[config.mk]
export PLATFORM = sky130hd
export DESIGN_NAME = vec_popcnt
export DESIGN_NICKNAME = d
export VERILOG_FILES = /design/src/rtl/vec_popcnt.sv
export SDC_FILE = /design/constraint.sdc
export NUM_CORES = 1
export LEC_CHECK = 0
export CAP_MARGIN = 20
export CELL_PAD_IN_SITES_DETAIL_PLACEMENT = 1
export CELL_PAD_IN_SITES_GLOBAL_PLACEMENT = 2
export CORE_MARGIN = 1.5
export CORE_UTILIZATION = 35
export DETAILED_ROUTE_END_ITERATION = 6
export GPL_ROUTABILITY_DRIVEN = 1
export PLACE_DENSITY = 0.82
export SETUP_SLACK_MARGIN = 0.02
export SLEW_MARGIN = 40
export SYNTH_ARGS = -nofsm -noshare
export SYNTH_HDL_FRONTEND = slang
export SYNTH_SLANG_ARGS = --single-unit
[constraint.sdc]
create_clock -name clk -period 6.5 [get_ports clk]
set_input_delay 0.975 -clock clk [delete_from_list [all_inputs] [get_ports clk]]
set_output_delay 0.975 -clock clk [all_outputs]
set_load 0.005 [all_outputs]
[src/rtl/vec_popcnt.sv]
// ---------------------------------------------------------------------------
// vec_popcnt
//
// Purpose:
//   Pipelined population count for the separated sub-word stream produced by
//   vec_cat. Every vector arrives as two bus words: a full word followed by a
//   zero-padded word. The block counts the ones in each word and sums the two
//   partial counts into one count per vector. Fixed latency, no backpressure.
//
//   Pipeline:
//     input capture : registers the incoming sub-word, ID, valid and last
//     S1            : per-chunk popcounts (BUS_WIDTH/CHUNK_WIDTH chunks)
//     S2            : adder tree over the chunk counts -> word count
//     S3            : FIRST/SECOND pairing FSM, output registers, batch count
//   Second half sampled at edge k -> o_Valid high after edge k+3.
//
// Configuration:
//   VEC_POPCNT_IDCHK_EN - when defined, the second half's ID is compared with
//     the stored first-half ID. A mismatch sets the sticky o_PairErr, produces
//     no output, and the mismatched word becomes the new first half (resync).
//     When undefined, pairing is purely positional, o_PairErr is tied 0 and
//     i_ClrErr is ignored.
//
// Ports:
//   clk         clock, rising edge
//   rstn        synchronous active-low reset
//   i_Vector    separated sub-word (padding bits are 0)
//   i_VecID     ID of the vector the sub-word belongs to
//   i_Valid     sub-word valid, sampled every cycle
//   i_Last      sub-word belongs to the last vector of the batch
//   i_ClrErr    clears o_PairErr (a simultaneous new error wins)
//   o_Count     number of ones in the whole vector
//   o_VecID     ID of the counted vector
//   o_Valid     single-cycle pulse, count valid
//   o_Last      qualifies o_Valid: last vector of the batch
//   o_BatchCnt  vectors emitted in the current batch, including this one
//   o_PairErr   sticky ID-pairing error
//
// Handshake: i_Valid is a plain valid with no ready; every valid sub-word is
// accepted on the edge that samples it. o_Valid is a one-cycle pulse and the
// consumer must take the data in that cycle.
// ---------------------------------------------------------------------------
module vec_popcnt #(
    parameter int BUS_WIDTH    = 512,
    parameter int VEC_ID_WIDTH = 8,
    parameter int CHUNK_WIDTH  = 64,
    parameter int CNT_WIDTH    = $clog2(2*BUS_WIDTH)+1
) (
    input  logic                    clk,
    input  logic                    rstn,
    input  logic [BUS_WIDTH-1:0]    i_Vector,
    input  logic [VEC_ID_WIDTH-1:0] i_VecID,
    input  logic                    i_Valid,
    input  logic                    i_Last,
    input  logic                    i_ClrErr,
    output logic [CNT_WIDTH-1:0]    o_Count,
    output logic [VEC_ID_WIDTH-1:0] o_VecID,
    output logic                    o_Valid,
    output logic                    o_Last,
    output logic [VEC_ID_WIDTH-1:0] o_BatchCnt,
    output logic                    o_PairErr
);

    localparam int NCHUNK = BUS_WIDTH / CHUNK_WIDTH;
    localparam int CW1    = $clog2(CHUNK_WIDTH) + 1;  // chunk count width
    localparam int WCW    = $clog2(BUS_WIDTH) + 1;    // word count width

    typedef enum logic {
        FIRST  = 1'b0,
        SECOND = 1'b1
    } state_t;

    function automatic logic [CW1-1:0] f_pop(input logic [CHUNK_WIDTH-1:0] d);
        logic [CW1-1:0] c;
        c = '0;
        for (int b = 0; b < CHUNK_WIDTH; b++) begin
            c = c + CW1'(d[b]);
        end
        return c;
    endfunction

    // ---------------- input capture ----------------
    logic [BUS_WIDTH-1:0]    r_InVec;
    logic [VEC_ID_WIDTH-1:0] r_InID;
    logic                    r_InValid;
    logic                    r_InLast;

    always_ff @(posedge clk) begin
        if (!rstn) begin
            r_InValid <= 1'b0;
        end else begin
            r_InValid <= i_Valid;
        end
        r_InVec  <= i_Vector;
        r_InID   <= i_VecID;
        r_InLast <= i_Last;
    end

    // ---------------- S1: chunk popcounts ----------------
    logic [CW1-1:0]          w_ChunkCnt [NCHUNK];
    logic [CW1-1:0]          r_S1Cnt    [NCHUNK];
    logic [VEC_ID_WIDTH-1:0] r_S1ID;
    logic                    r_S1Valid;
    logic                    r_S1Last;

    always_comb begin
        for (int c = 0; c < NCHUNK; c++) begin
            w_ChunkCnt[c] = f_pop(r_InVec[c*CHUNK_WIDTH +: CHUNK_WIDTH]);
        end
    end

    always_ff @(posedge clk) begin
        if (!rstn) begin
            r_S1Valid <= 1'b0;
        end else begin
            r_S1Valid <= r_InValid;
        end
        r_S1Cnt  <= w_ChunkCnt;
        r_S1ID   <= r_InID;
        r_S1Last <= r_InLast;
    end

    // ---------------- S2: word count ----------------
    logic [WCW-1:0]          w_WordSum;
    logic [WCW-1:0]          r_S2Sum;
    logic [VEC_ID_WIDTH-1:0] r_S2ID;
    logic                    r_S2Valid;
    logic                    r_S2Last;

    always_comb begin
        w_WordSum = '0;
        for (int c = 0; c < NCHUNK; c++) begin
            w_WordSum = w_WordSum + WCW'(r_S1Cnt[c]);
        end
    end

    always_ff @(posedge clk) begin
        if (!rstn) begin
            r_S2Valid <= 1'b0;
        end else begin
            r_S2Valid <= r_S1Valid;
        end
        r_S2Sum  <= w_WordSum;
        r_S2ID   <= r_S1ID;
        r_S2Last <= r_S1Last;
    end

    // ---------------- S3: pairing FSM ----------------
    state_t                  r_State;
    state_t                  w_StateNxt;
    logic [WCW-1:0]          r_Partial;
    logic [WCW-1:0]          w_PartialNxt;
    logic [VEC_ID_WIDTH-1:0] r_PartID;
    logic [VEC_ID_WIDTH-1:0] w_PartIDNxt;
    logic                    w_Emit;
    logic                    w_ErrSet;
    logic [CNT_WIDTH-1:0]    w_Sum;

    always_ff @(posedge clk) begin
        if (!rstn) begin
            r_State <= FIRST;
        end else begin
            r_State <= w_StateNxt;
        end
    end

    always_comb begin
        w_StateNxt   = r_State;
        w_PartialNxt = r_Partial;
        w_PartIDNxt  = r_PartID;
        w_Emit       = 1'b0;
        w_ErrSet     = 1'b0;
        w_Sum        = CNT_WIDTH'(r_Partial) + CNT_WIDTH'(r_S2Sum);
        case (r_State)
            FIRST: begin
                if (r_S2Valid) begin
                    w_PartialNxt = r_S2Sum;
                    w_PartIDNxt  = r_S2ID;
                    w_StateNxt   = SECOND;
                end
            end
            SECOND: begin
                if (r_S2Valid) begin
`ifdef VEC_POPCNT_IDCHK_EN
                    if (r_S2ID != r_PartID) begin
                        // Resync: treat the stray word as a new first half.
                        w_ErrSet     = 1'b1;
                        w_PartialNxt = r_S2Sum;
                        w_PartIDNxt  = r_S2ID;
                    end else begin
                        w_Emit     = 1'b1;
                        w_StateNxt = FIRST;
                    end
`else
                    w_Emit     = 1'b1;
                    w_StateNxt = FIRST;
`endif
                end
            end
            default: w_StateNxt = FIRST;
        endcase
    end

    // Partial storage carries no reset: it is always rewritten in FIRST
    // before being consumed in SECOND.
    always_ff @(posedge clk) begin
        r_Partial <= w_PartialNxt;
        r_PartID  <= w_PartIDNxt;
    end

    // ---------------- outputs and batch counter ----------------
    logic [CNT_WIDTH-1:0]    r_Count;
    logic [VEC_ID_WIDTH-1:0] r_VecID;
    logic                    r_Valid;
    logic                    r_Last;
    logic [VEC_ID_WIDTH-1:0] r_BatchCnt;
    logic [VEC_ID_WIDTH-1:0] w_BatchBase;
    logic [VEC_ID_WIDTH-1:0] w_BatchNxt;

    // The count shows its final value while the last vector is on the
    // output, and restarts from zero on the following edge.
    always_comb begin
        w_BatchBase = (r_Valid && r_Last) ? '0 : r_BatchCnt;
        w_BatchNxt  = w_Emit ? (w_BatchBase + VEC_ID_WIDTH'(1)) : w_BatchBase;
    end

    always_ff @(posedge clk) begin
        if (!rstn) begin
            r_Count    <= '0;
            r_VecID    <= '0;
            r_Valid    <= 1'b0;
            r_Last     <= 1'b0;
            r_BatchCnt <= '0;
        end else begin
            r_Valid    <= w_Emit;
            r_Last     <= w_Emit & r_S2Last;
            r_BatchCnt <= w_BatchNxt;
            if (w_Emit) begin
                r_Count <= w_Sum;
                r_VecID <= r_S2ID;
            end
        end
    end

`ifdef VEC_POPCNT_IDCHK_EN
    logic r_PairErr;

    always_ff @(posedge clk) begin
        if (!rstn) begin
            r_PairErr <= 1'b0;
        end else if (w_ErrSet) begin
            r_PairErr <= 1'b1;
        end else if (i_ClrErr) begin
            r_PairErr <= 1'b0;
        end
    end

    assign o_PairErr = r_PairErr;
`else
    // Positional pairing only: the stored ID and the clear input have no use.
    logic w_unused;
    assign w_unused  = ^{i_ClrErr, r_PartID, w_ErrSet};
    assign o_PairErr = 1'b0;
`endif

    assign o_Count    = r_Count;
    assign o_VecID    = r_VecID;
    assign o_Valid    = r_Valid;
    assign o_Last     = r_Last;
    assign o_BatchCnt = r_BatchCnt;

endmodule
### Word-level counts from Yosys, hierarchy flattened

Cells that the tools add are included.

* flip-flop bits (word level): 648
* output and inout port bits: 30
* input bits: 525
* word-level logic and storage cells: 549

* mux-type cells: 6
* reductions and logical operators: 2
* $add $sub $neg: 513
* bitwise gates (word level): 2

Operators by type and width (count)
* $add 7x1->7: 456
* $add 6x1->7: 8
* $add 5x1->6: 8
* $add 10x7->10: 4
* $add 4x1->5: 8
* $add 3x1->4: 8
* $add 2x1->3: 8
* $add 1x1->2: 8
* $mux 8: 2
* $add 10x10->11: 1
* $add 9x7->10: 1
* $add 8x7->9: 1
* $add 7x7->8: 1
* $add 8x1->8 const B: 1
* $mux 1: 3
* $pmux 1 s2: 1
* $reduce_and 2->1: 1
* $and 1x1->1: 1
* $logic_and 1x1->1: 1
* $not 1->1: 1

### Depth between registers and ports, before layout

* depth in word-level cells: 63
* mapped depth: 22
* gate-level depth less buffers: 22

### Worst setup path before layout

OpenSTA, ideal clock, no wires.

* kind: register to register
* from: register r_InVec[419]
* to: register r_S1Cnt[13] (netlist name)
* period minus slack after synthesis: 5758 ps
* arrival: 5641 ps
* cell stages (with the launch flop): 21
* data required time: 6383 ps
* setup slack: 742 ps
* buffers on the path: 0
* library setup time: 117 ps
* cell sequence: dfxtp_1 inv_1 fa_1 inv_1 fa_1 fa_1 inv_1 fa_1 inv_1 fa_1 fa_1 fa_1 inv_1 fa_1 inv_1 fa_1 a21o_1 a21oi_1 nor2b_1 o21ai_0 nand2b_1

RTL lines
* from (decl): line 83 `logic [BUS_WIDTH-1:0] r_InVec;`
* from (signal assigned): line 94 `r_InVec <= i_Vector;`
* to (signal assigned): line 118 `r_S1Cnt <= w_ChunkCnt;`
* to (decl): line 101 `logic [CW1-1:0] r_S1Cnt [NCHUNK];`

==> flow_summary.json <==
{
  "outcome": "completed",
  "worst-path-stages": 20,
  "timing.rr.start": "r_InVec[483]",
  "synth_seq_area_share_pct": 44.8,
  "dp_hpwl_um": 57300,
  "drive_gt1_share_pct": 3.98,
  "antenna_left": 0,
  "drtIter0Drc": 282,
  "cts.sinks": 648,
  "syn_to_final_growth_pct": 31.7,
  "ys_warn_count": 0,
  "start_kind": "flop",
  "grt_pass1_wl_um": 108000,
  "setup_viol": 0,
  "hp-class": "reg -> reg",
  "cts_tree": "yes",
  "syn-cell-area_um2": 29200,
  "wl_um": 67800,
  "gp_congestion": 0.814,
  "start_util_pct": 35.4,
  "grt_antenna_before_repair": 22,
  "layout_min_cycle_time_ns": 5.99,
  "finClkSkew_ns": 0.0185,
  "endpoint_kind": "flop",
  "ctsHoldBuffers": 0,
  "critPathKind": "reg -> reg",
  "cp_max_fo": 2,
  "min_period_over_period_pct": 92.2,
  "whs_ns": 0.326,
  "cap_violations": 0,
  "crit_start": "r_InVec[483]",
  "root_buffer": "clkbuf_16",
  "mostFrequentLayoutCells": "839 x inv_1, 638 x dfxtp_1, 552 x clkdlybuf4s50_1",
  "dr.pass1.iters": 4,
  "final_common_cell": "inv_1",
  "fp.dieH_um": 292,
  "drc": 0,
  "avgRoutedWirePerCell_um": 16.4,
  "insertion_delay_ns": 0.62,
  "h-tree-depth": 3,
  "nets": 4124,
  "vias": 16684,
  "yosysTopAreaCell": "dfxtp_1",
  "synthFlopType": "dfxtp_1",
  "die_w_um": 292,
  "first_global_vias": 20515,
  "clk_pin_slew_worst_paths_ns": 0.06,
  "synth_fp_nets": 3504,
  "rows": 105,
  "core-area_um2": 82400,
  "globalRouteTotalUtil_pct": 16.6,
  "crit_end": "r_S1Cnt[6]",
  "synth-async-reset-ratio_pct": 0,
  "max_freq_mhz": 167,
  "numCtsBuffers": 73,
  "syn_inst": 2362,
  "cpPeakStageDelay_ns": 0.57,
  "synth-seq-cells": 648,
  "min-delay-start": "r_InID[3]",
  "crit_required_ns": 6.99,
  "r2r_setup_slack_ns": 0.51,
  "synth_edf_count": 10,
  "overflow": 0,
  "reg2reg_depth": 20,
  "dieArea_um2": 85100,
  "cts_buffer_depth": 3,
  "cp_common_cell": "fa_1",
  "crit_chain": "inv_1 -> fa_1 -> inv_1 -> fa_1 -> fa_1 -> inv_1 -> fa_1 -> inv_1 -> fa_1 -> fa_1 -> fa_1 -> inv_1 -> fa_1 -> inv_1 -> fa_1 -> a21o_1 -> a21oi_1 -> inv_1 -> a21oi_1 -> o21bai_1",
  "cts_resized": 0,
  "report.final.slew_viol_count": 0,
  "rsz0062_at_grt": "false",
  "r2r-end": "r_S1Cnt[6]",
  "io_buffers": 552,
  "synth.avg_cell_area_um2": 12.4,
  "via_per_inst": 4.04,
  "critPathArrivalTime_ns": 6.48,
  "netlist.area_leader.share_pct": 43.8,
  "path_buf_inv": 7,
  "grt_max_degree": 43,
  "cpLargestDelayFamily": "adder cells",
  "cp_slowest_cell": "fa_1",
  "ys_types": 46,
  "postCtsSetupBuffers": 0,
  "ioPinCount": 555,
  "hold_viol_final": 0,
  "synth_area_leaders": "dfxtp_1 44%, fa_1 33%, inv_1 11%, ha_1 6.1%, edfxtp_1 1.0%",
  "fin_tns_setup_ns": 0
}
[worst min path at each step]
| stage | endpoint | slack (ns) | depth (start not counted) |
|---|---|---|---|
| after floorplan | r_S1ID[0] | 0.31 | 0 |
| after global placement | r_S2ID[1] | 0.31 | 0 |
| after detailed placement | r_S1ID[6] | 0.31 | 0 |
| after CTS | r_S1ID[6] | 0.33 | 0 |
| after global routing | r_S2ID[3] | 0.34 | 0 |
| final | r_S1ID[3] | 0.33 | 0 |
[routing by layer]
metal	share of wire, %	vias to the layer above	GRT usage (%)
li1	-	7902	-
met1	36	8301	17.4
met2	56	349	31.8
met3	5.0	120	3.77
met4	2.9	12	6.33
met5	0.11	-	0
[state kept, by name, indices dropped and copies added, names as in the netlist, 8 cells and up]
register,cells
r_InVec,512
o_VecID,8
r_S1ID,8
o_Count,11
r_S1Cnt,56
r_S2Sum,10
r_Partial,10
o_BatchCnt,8
r_InID,8
r_S2ID,8
[cell families (layout without fill, tap and decap cells)]
family,Yosys count,after routing,synth area share (%)
compound gates,106,106,2.35
xor+xnor,43,43,1.29
fa+ha+maj,617,617,38.6
buf+inv,848,1525,10.9
flops,648,648,44.8
mux,10,10,0.343
other cells,1,19,0.0128
simple gates,89,89,1.64
[synthesized netlist by cell type (2+ instances only)]
cell / instances
a211oi_1: 3
a21boi_0: 3
a21o_1: 16
a21oi_1: 39
a311o_1: 2
and2_1: 8
and3_1: 2
buf_1: 2
buf_2: 2
clkbuf_1: 4
dfxtp_1: 638
edfxtp_1: 10
fa_1: 474
ha_1: 143
inv_1: 839
mux2i_1: 10
nand2_1: 16
nand2b_1: 3
nand3_1: 10
nand4_1: 5
nor2_1: 16
nor2b_1: 19
nor3_1: 3
o211ai_1: 3
o21a_1: 2
o21ai_0: 12
o21bai_1: 17
o31a_1: 2
xnor2_1: 24
xor2_1: 19
[through the flow]
stage / worst slack [ns] / area, um^2 / utilization, % / cells
floorplan: 0.742 / 29200 / - / 2362
global placement: 0.438 / 36000 / 43.7 / 3977
detailed placement: 0.440 / 36000 / 43.7 / 3977
CTS: 0.441 / 38400 / 46.6 / 4109
global route: 0.167 / 38400 / 46.7 / 4123
finish: 0.510 / 38400 / 46.7 / 4127
[worst register-to-register path, stage by stage (launching register included)]
cell and delay [ns]:
dfxtp_1 0.30, inv_1 0.05, fa_1 0.53, inv_1 0.05
fa_1 0.44, fa_1 0.57, inv_1 0.06, fa_1 0.53
inv_1 0.05, fa_1 0.51, fa_1 0.44, fa_1 0.56
inv_1 0.06, fa_1 0.53, inv_1 0.07, fa_1 0.46
a21o_1 0.19, a21oi_1 0.21, inv_1 0.06, a21oi_1 0.14
o21bai_1 0.07
[area by class of cell]
cell class | instances | area, um^2
Fill cell | 8609 | 43900
Sequential cell | 648 | 13100
Multi-Input combinational cell | 866 | 12900
Timing Repair Buffer | 554 | 5540
Inverter | 839 | 3150
Clock buffer | 101 | 2090
Tap cell | 1070 | 1340
Clock inverter | 31 | 274
Antenna cell | 18 | 45.0
Power is left out: the tool's default activity adds up to more than one toggle a clock period on the data nets, which glitch-free logic cannot reach.
